--- config.mk ---
export PLATFORM = sky130hd
export DESIGN_NAME = hash160_rr_scheduler_flat
export DESIGN_NICKNAME = d
export VERILOG_FILES = /design/src/rtl/hash160_rr_scheduler_if.sv /design/src/rtl/hash160_rr_scheduler.sv /design/src/flat_wrapper.sv
export SDC_FILE = /design/constraint.sdc
export NUM_CORES = 1
export LEC_CHECK = 0
export BUFFER_PORTS_ARGS = -buffer_cell sky130_fd_sc_hd__buf_4
export CAP_MARGIN = 40
export CELL_PAD_IN_SITES_DETAIL_PLACEMENT = 0
export CELL_PAD_IN_SITES_GLOBAL_PLACEMENT = 2
export CORE_AREA = 2 2 347 349
export DETAILED_ROUTE_END_ITERATION = 6
export DIE_AREA = 0 0 349 351
export MAX_ROUTING_LAYER = met4
export PLACE_DENSITY_LB_ADDON = 0.2
export SYNTH_ARGS = -nofsm -noshare
export SYNTH_HDL_FRONTEND = slang
export SYNTH_SLANG_ARGS = --single-unit
--- constraint.sdc ---
create_clock -name clk -period 2.5 [get_ports clk]
set_input_delay 0.125 -clock clk [delete_from_list [all_inputs] [get_ports clk]]
set_output_delay 0.125 -clock clk [all_outputs]
set_load 0.02 [all_outputs]
--- src/rtl/hash160_rr_scheduler_if.sv ---
// Requester byte lanes, hash-core start/done and response channel of the Hash160 scheduler.
// The scheduler drives through the master modport; requesters, core and consumer use slave.
interface hash160_rr_scheduler_if #(
    parameter int N_REQ = 4,
    parameter int REQ_W = 2
);
    logic [N_REQ-1:0]   req_valid;
    logic [8*N_REQ-1:0] req_byte;
    logic [N_REQ-1:0]   req_ready;
    logic               core_start;
    logic [511:0]       core_block;
    logic               core_done;
    logic [159:0]       core_digest;
    logic               rsp_valid;
    logic [REQ_W-1:0]   rsp_id;
    logic [159:0]       rsp_digest;
    logic               rsp_ready;
    logic               abort_err;
    logic               busy;

    modport master (
        input  req_valid, req_byte, core_done, core_digest, rsp_ready,
        output req_ready, core_start, core_block, rsp_valid, rsp_id, rsp_digest,
               abort_err, busy
    );

    modport slave (
        output req_valid, req_byte, core_done, core_digest, rsp_ready,
        input  req_ready, core_start, core_block, rsp_valid, rsp_id, rsp_digest,
               abort_err, busy
    );
endinterface

--- src/rtl/hash160_rr_scheduler.sv ---
// Round-robin scheduler sharing one Hash160 core: grant a requester, load 64 bytes,
// start the core, wait for done and return the digest tagged with the requester id.
module hash160_rr_scheduler #(
    parameter int N_REQ       = 4,
    parameter int REQ_W       = 2,
    parameter int TIMEOUT_CYC = 255
) (
    input  logic                   clk,
    input  logic                   rst_n,
    hash160_rr_scheduler_if.master bus
);
    localparam int          IDLE_W = $clog2(TIMEOUT_CYC + 1);
    localparam int unsigned NR     = N_REQ;

    typedef enum logic [2:0] {IDLE, LOAD, START, WAIT, RESP} state_t;

    state_t            state, state_nx;
    logic [REQ_W-1:0]  gnt, last_grant, winner, cand;
    logic              any_req, gnt_valid, xfer, timeout;
    logic [7:0]        lane_byte;
    logic [5:0]        cnt;
    logic [IDLE_W-1:0] idle_cnt;
    logic [511:0]      block_q;
    logic [159:0]      digest_q;
    logic [REQ_W-1:0]  id_q;
    logic [N_REQ-1:0]  ready_c;

    // First requesting index after last_grant, wrapping modulo N_REQ.
    always_comb begin
        winner  = last_grant;
        any_req = 1'b0;
        cand    = '0;
        for (int unsigned i = 1; i <= NR; i++) begin
            cand = REQ_W'((32'(last_grant) + i) % NR);
            if (!any_req && bus.req_valid[cand]) begin
                any_req = 1'b1;
                winner  = cand;
            end
        end
    end

    always_comb begin
        lane_byte = '0;
        gnt_valid = 1'b0;
        for (int unsigned i = 0; i < NR; i++) begin
            if (gnt == REQ_W'(i)) begin
                lane_byte = bus.req_byte[8*i +: 8];
                gnt_valid = bus.req_valid[i];
            end
        end
    end

    always_ff @(posedge clk or negedge rst_n) begin
        if (!rst_n) state <= IDLE;
        else        state <= state_nx;
    end

    always_comb begin
        state_nx = state;
        xfer     = 1'b0;
        timeout  = 1'b0;
        ready_c  = '0;
        case (state)
            IDLE: if (any_req) state_nx = LOAD;
            LOAD: begin
                for (int unsigned i = 0; i < NR; i++) ready_c[i] = (gnt == REQ_W'(i));
                if (gnt_valid) begin
                    xfer = 1'b1;
                    if (cnt == 6'd63) state_nx = START;
                end else if (idle_cnt == IDLE_W'(TIMEOUT_CYC - 1)) begin
                    timeout  = 1'b1;
                    state_nx = IDLE;
                end
            end
            START: state_nx = WAIT;
            WAIT:  if (bus.core_done) state_nx = RESP;
            RESP:  if (bus.rsp_ready) state_nx = IDLE;
            default: state_nx = IDLE;
        endcase
    end

    always_ff @(posedge clk or negedge rst_n) begin
        if (!rst_n) begin
            gnt        <= '0;
            last_grant <= REQ_W'(N_REQ - 1);
            cnt        <= '0;
            idle_cnt   <= '0;
            block_q    <= '0;
            digest_q   <= '0;
            id_q       <= '0;
        end else begin
            case (state)
                IDLE: if (any_req) begin
                    gnt      <= winner;
                    cnt      <= '0;
                    idle_cnt <= '0;
                end
                LOAD: begin
                    if (xfer) begin
                        for (int unsigned j = 0; j < 64; j++) begin
                            if (cnt == 6'(j)) block_q[511 - 8*j -: 8] <= lane_byte;
                        end
                        cnt      <= cnt + 6'd1;
                        idle_cnt <= '0;
                    end else if (timeout) begin
                        last_grant <= gnt;
                        idle_cnt   <= '0;
                    end else begin
                        idle_cnt <= idle_cnt + IDLE_W'(1);
                    end
                end
                WAIT: if (bus.core_done) begin
                    digest_q <= bus.core_digest;
                    id_q     <= gnt;
                end
                RESP: if (bus.rsp_ready) last_grant <= gnt;
                default: ;
            endcase
        end
    end

    assign bus.req_ready  = ready_c;
    assign bus.core_start = (state == START);
    assign bus.core_block = block_q;
    assign bus.rsp_valid  = (state == RESP);
    assign bus.rsp_id     = id_q;
    assign bus.rsp_digest = digest_q;
    assign bus.abort_err  = timeout;
    assign bus.busy       = (state != IDLE);
endmodule

--- src/flat_wrapper.sv ---
// flat-port wrapper written by rule: the top's interface ports become plain ports
module hash160_rr_scheduler_flat 
#(
    parameter int N_REQ       = 4,
    parameter int REQ_W       = 2,
    parameter int TIMEOUT_CYC = 255
)
  (clk, rst_n, bus_req_valid, bus_req_byte, bus_core_done, bus_core_digest, bus_rsp_ready, bus_req_ready, bus_core_start, bus_core_block, bus_rsp_valid, bus_rsp_id, bus_rsp_digest, bus_abort_err, bus_busy);
  hash160_rr_scheduler_if #(.N_REQ(N_REQ), .REQ_W(REQ_W)) bus_i ();
  input  logic clk;
  input  logic rst_n;
  input wire logic [$bits(bus_i.req_valid)-1:0] bus_req_valid;
  input wire logic [$bits(bus_i.req_byte)-1:0] bus_req_byte;
  input wire logic [$bits(bus_i.core_done)-1:0] bus_core_done;
  input wire logic [$bits(bus_i.core_digest)-1:0] bus_core_digest;
  input wire logic [$bits(bus_i.rsp_ready)-1:0] bus_rsp_ready;
  output wire logic [$bits(bus_i.req_ready)-1:0] bus_req_ready;
  output wire logic [$bits(bus_i.core_start)-1:0] bus_core_start;
  output wire logic [$bits(bus_i.core_block)-1:0] bus_core_block;
  output wire logic [$bits(bus_i.rsp_valid)-1:0] bus_rsp_valid;
  output wire logic [$bits(bus_i.rsp_id)-1:0] bus_rsp_id;
  output wire logic [$bits(bus_i.rsp_digest)-1:0] bus_rsp_digest;
  output wire logic [$bits(bus_i.abort_err)-1:0] bus_abort_err;
  output wire logic [$bits(bus_i.busy)-1:0] bus_busy;
  assign bus_i.req_valid = bus_req_valid;
  assign bus_i.req_byte = bus_req_byte;
  assign bus_i.core_done = bus_core_done;
  assign bus_i.core_digest = bus_core_digest;
  assign bus_i.rsp_ready = bus_rsp_ready;
  assign bus_req_ready = bus_i.req_ready;
  assign bus_core_start = bus_i.core_start;
  assign bus_core_block = bus_i.core_block;
  assign bus_rsp_valid = bus_i.rsp_valid;
  assign bus_rsp_id = bus_i.rsp_id;
  assign bus_rsp_digest = bus_i.rsp_digest;
  assign bus_abort_err = bus_i.abort_err;
  assign bus_busy = bus_i.busy;
  hash160_rr_scheduler #(.N_REQ(N_REQ), .REQ_W(REQ_W), .TIMEOUT_CYC(TIMEOUT_CYC)) u_core (.clk(clk), .rst_n(rst_n), .bus(bus_i));
endmodule
[Yosys cells after proc, flatten, opt, wreduce, memory -nomap -nowiden]
Cells that the tools add are included.
Storage, ports and cells
  register bits after elaboration: 695
  bits in latches: 0
  memory bits (writable): 0
  bits in read-only memories: 0
  input port bits: 200
  output and inout port bits: 682
  memories: 0
Operators by class
  $add $sub $neg: 6
  $mul: 0
  divide/modulo/power cells: 0
  magnitude comparators: 4
  eq/ne operators: 79
  shifts and indexed selects: 0
  multiplexer cells: 48
  bitwise operators: 0
  reductions and logical operators: 82
Operator list (number)
  AND reduction 3 bit: 65
  == test 6 bit, second input constant: 32
  == test 6 x 5 -> 1 bit, second input constant: 16
  two-way mux 8 bit: 7
  == test 6 x 4 -> 1 bit, second input constant: 8
  == test 6 x 3 -> 1 bit, second input constant: 4
  two-way mux 3 bit: 6
  two-way mux 1 bit: 17
  case mux 8 bit (2 select lines): 1
  case mux 3 bit (5 select lines): 1
  two-way mux 2 bit: 7
  == test 6 x 2 -> 1 bit, second input constant: 2
  less-than comparator 2 x 3 -> 1 bit, second input constant: 4
  two-way mux 6 bit: 2
  case mux 6 bit (2 select lines): 1
  adder 8 x 1 -> 8 bit, second input constant: 1
  binary-select mux 1 bit (select 2 bit): 4
  == test 8 bit, second input constant: 1
  != test 2 bit, second input constant: 4
  adder 6 x 1 -> 6 bit, second input constant: 1
  == test 3 x 2 -> 1 bit, second input constant: 2
  == test 6 x 1 -> 1 bit, second input constant: 1
  zero test 6 bit: 1
  AND reduction 2 bit: 3
  other kinds (19): 28

[Logic depth before layout (Yosys ltp)]
  word-level depth: 15
  mapped depth: 8

[Least setup slack after synthesis]
No wires, ideal clock.
  kind: register -> register
  start point: register u_core.gnt[0]
  end point: register u_core.block_q[276] (netlist: u_core.bus.core_block[276])
  data arrival time: 2.060 ns
  path slack: 0.315 ns
  cell stages (with the launch flop): 9
  path buffers: 4
  period minus slack after synthesis: 2.185 ns
  cells stage by stage: dfrtp_1 -> buf_6 -> mux4_2 -> buf_6 -> and4_1 -> buf_6 -> buf_6 -> nand2_4 -> mux2_2
On the way
  longest elaborated chain between the ends: 8
  elaborated cells on any way between the ends: 15
Ends and longest elaborated chain
  from (decl): line hash160_rr_scheduler.sv:18  | logic [REQ_W-1:0] gnt, last_grant, winner, cand;
  from (signal assigned): line hash160_rr_scheduler.sv:94  | gnt <= winner;
  zero test 2 bit: line hash160_rr_scheduler.sv:46  | if (gnt == REQ_W'(i)) begin
  two-way mux 1 bit (4 in a row): line hash160_rr_scheduler.sv:46
  two-way mux 1 bit: line hash160_rr_scheduler.sv:67  | if (gnt_valid) begin
  two-way mux 1 bit: line hash160_rr_scheduler.sv:63  | case (state)
  AND reduction 3 bit (no line)
  to (signal, indexed assignment): line hash160_rr_scheduler.sv:101  | if (cnt == 6'(j)) block_q[511 - 8*j -: 8] <= lane_byte;
  to (decl): line hash160_rr_scheduler.sv:23  | logic [511:0] block_q;
Parallel ways exist; a longest one is shown, timed or not.
A chain may end at the register's enable or synchronous reset.

[Final worst setup path]
  start point: register u_core.state[1]
  end point: register u_core.block_q[115] (netlist: u_core.bus.core_block[115])
On the way
  longest elaborated chain between the ends: 3
Ends and longest elaborated chain
  from (decl): line hash160_rr_scheduler.sv:17  | state_t state, state_nx;
  from (signal assigned): line hash160_rr_scheduler.sv:55  | else state <= state_nx;
  == test 3 x 1 -> 1 bit (*): line hash160_rr_scheduler.sv:63, hash160_rr_scheduler.sv:92
  two-way mux 1 bit: line hash160_rr_scheduler.sv:63
  AND reduction 3 bit (no line) (*)
Every way passes the cells marked *; elsewhere a longest branch is shown, timed or not.

==> out/results.ini <==
[outcome]
status = finished clean

[routing]
detail-route-antenna-nets = 0
vias = 18630
wl_um = 109500
routed_via_density = 4.224
drt_iter0_markers = 642
routedWlPerCell_um = 24.84
firstDrtPassIters = 6
drc = 0

[timing]
tns_ns = 0
finClkSkew_ns = 0.01509
period_share = 0.9550
tightest_slew_ns = 0.8003
rsz0062_at_grt = no
holdWs_ns = 0.1368
maxSlewHeadroom = 0.4664
finalCriticalPeriod_ns = 2.388
fmax_mhz = 418.8
report.final.slew_viol_count = 0
setup_viol = 0
hold_viol_final = 0
finalWorstSetupSlack_ns = 0.1124

[placement]
place_congestion = 0.8025
place_ws_ns = 0.09210
hpwl_um = 78840
dp.cells = 4066
postPlaceCellArea_um2 = 36260
portBuffers = 881

[power]
p_leak_nw = 21.55
power_density_nw_per_um2 = 928.8
finalPower_mw = 38.04
pwr-share-clk = 0.335
netSwitchingPower_mw = 13.24
p_int_mw = 24.79
p_seq_frac = 0.359
ir_worst_vdd_uv = 843.8
combPwrFrac = 0.306
switching_share = 0.3482

[worst_setup_path]
cp_slowest_cell = or3b_1
crit_path_max_fanout = 7
crit_path_end_kind = flip-flop
start_kind = flip-flop
crit_family = simple AND/OR/NAND/NOR gates
crit_chain = or3b_1 -> nor4b_4 -> buf_4 -> nand2_2 -> buf_4 -> mux2_2
worstSetupPathType = flip-flop to flip-flop
cp_common_cell = buf_4
crit_buf_inv = 2
arrival_ns = 2.92
crit_required_ns = 3.04
slowest_delay_ns = 0.52

[synthesis]
synth.largest_area_cell = dfrtp_1
yosys_register_bits = 695
synthArstFlopShare = 1.000
synth_nets = 1880
synth_top_area_frac = 0.6347
synth_area_leaders = dfrtp_1 63%, mux2_2 23%, mux2_4 4.4%
synth_edf_count = 0
synth-seq-area-share = 0.6366
synthCells = 1674
synth_warnings = 0
ys.flop_type = dfrtp_1
syn_area_um2 = 27320
synth.distinct_cells = 49
syn_avg_cell_area_um2 = 16.32

[flow_run]
maxCapViolCount = 0

[die]
core_area_um2 = 119000
floorplan.die.height_um = 351
row_count = 127
die_area_um2 = 122500
die_x_um = 349
initial_core_util = 0.2296
ioPinCount = 882

[clocking]
clockBufferDepth = 3
root_buffer = clkbuf_16
numCtsBuffers = 86
worstSkewPairLatency_ns = 0.65
clkTransAtPathRegs_ns = 0.06
tritoncts = built
htreeDepth = 3
cts_sinks = 695

[cells_and_area]
areaGrowthSynthToFinish_pct = 49.88
final_layout_size_suffix_gt1_frac = 0.6277
final_util = 0.3441
nNetsFinal = 2983
instances_no_fill = 4410
final_area_um2 = 40950

[global_route]
antenna_found_initial = 14
overflow = 0
grt_pass1_wl_um = 153900
grt_pass1_vias = 20610
grt.total_usage = 0.1798
grt_max_degree = 94

[min_path]
hold_class = input pin to flip-flop

## per-layer routing
layer  vias up  global-route usage  share of wire
li1       8184                   -              -
met1      9644              0.1988           0.38
met2       668              0.3102           0.51
met3       134             0.05912          0.082
met4         0             0.04741          0.025
met5         -                   -              0
## logic make-up after synthesis
family | synth area share
AO/OA/AOI/OAI | 0.007831
adder cells (fa/ha/maj) | 0.002747
buffers and inverters | 0.01763
flip-flops | 0.6366
multiplexers | 0.2981
AND/OR/NAND/NOR | 0.03709
## cells in the final DEF, fill, tap and decap left out, types with 3 or more instances in the layout
cell	Yosys	routed
buf_4	2	915
and3_1	6	6
nand2_8	10	10
nor3_1	3	3
clkbuf_8	0	21
ha_1	6	6
mux2_4	80	80
diode_2	0	15
inv_16	0	4
clkbuf_1	77	19
nand2b_1	5	3
dfrtp_1	693	693
o21ai_0	11	11
nand2_2	34	34
a21oi_1	6	6
buf_12	1	27
and2_1	13	13
nor2b_1	4	4
nand2_4	8	8
mux2_2	552	552
mux2_1	44	44
nand4_1	3	3
nor2_1	9	9
nand2_1	29	29
dlygate4sd3_1	0	168
bufinv_16	0	5
nand3_1	8	8
mux2i_1	3	3
inv_1	9	9
clkinv_2	0	16
clkbuf_16	0	86
mux4_4	0	8
## cell type report
class / instances / area [µm²]
fillers: 11670 / 78060
flip-flops and latches: 695 / 17390
multi-input cells: 871 / 9489
repair buffers: 1114 / 9144
clock buffers: 126 / 2512
well taps: 1548 / 1937
clock inverters: 32 / 405.4
diodes: 15 / 37.54
inverters: 9 / 33.78
## registers in the layout, summed over array words and instances, names as in the netlist
signal                 count
u_core.bus.core_block    512
u_core.bus.rsp_digest    160
u_core.bus.rsp_id          2
u_core.cnt                 6
u_core.gnt                 2
u_core.idle_cnt            8
u_core.last_grant          2
u_core.state               3
## worst register-to-register path: stages, from the launching register on
cell and delay (ns):
dfrtp_1 0.44, or3b_1 0.52, nor4b_4 0.34, buf_4 0.30, nand2_2 0.17, buf_4 0.22, mux2_2 0.29
## final timing paths
check,start,end,slack (ns),cells after the start
hold reg to reg,u_core.bus.core_block[280],u_core.bus.core_block[280],0.49,1
min in group asynchronous,rst_n,u_core.bus.core_block[392],0.25,3
setup reg to reg,u_core.state[1],u_core.bus.core_block[115],0.11,6
setup / recovery,u_core.state[1],u_core.bus.core_block[115],0.11,6
hold / removal,bus_req_valid[0],u_core.state[0],0.14,4
max in group asynchronous,rst_n,u_core.bus.core_block[502],1.65,3
## power groups by stage
stage               registers [mW]  clock network, mW  logic [mW]
floorplan                     15.3                  0        3.80
global placement              13.8                  0        11.7
finish                        13.6               12.7        11.7
global route                  13.8               13.7        12.4
detailed placement            13.8                  0        11.8
CTS                           13.6               13.2        12.1
## synth_stat cells (all sizes together), types with 8 or more instances
master	instances
dfrtp	693
nand2	81
mux2	676
and2	13
o21ai	11
nand3	8
nor2	9
clkbuf	77
buf	22
mux4	9
inv	9
## timing repair
action                                  CTS  global route
buffers inserted                          2             0
hold buffers                            169             0
resized for setup                         2             3
endpoints found under the setup margin    1            72
endpoints found under the hold margin   793             0
Power figures use the tool's default switching activity.
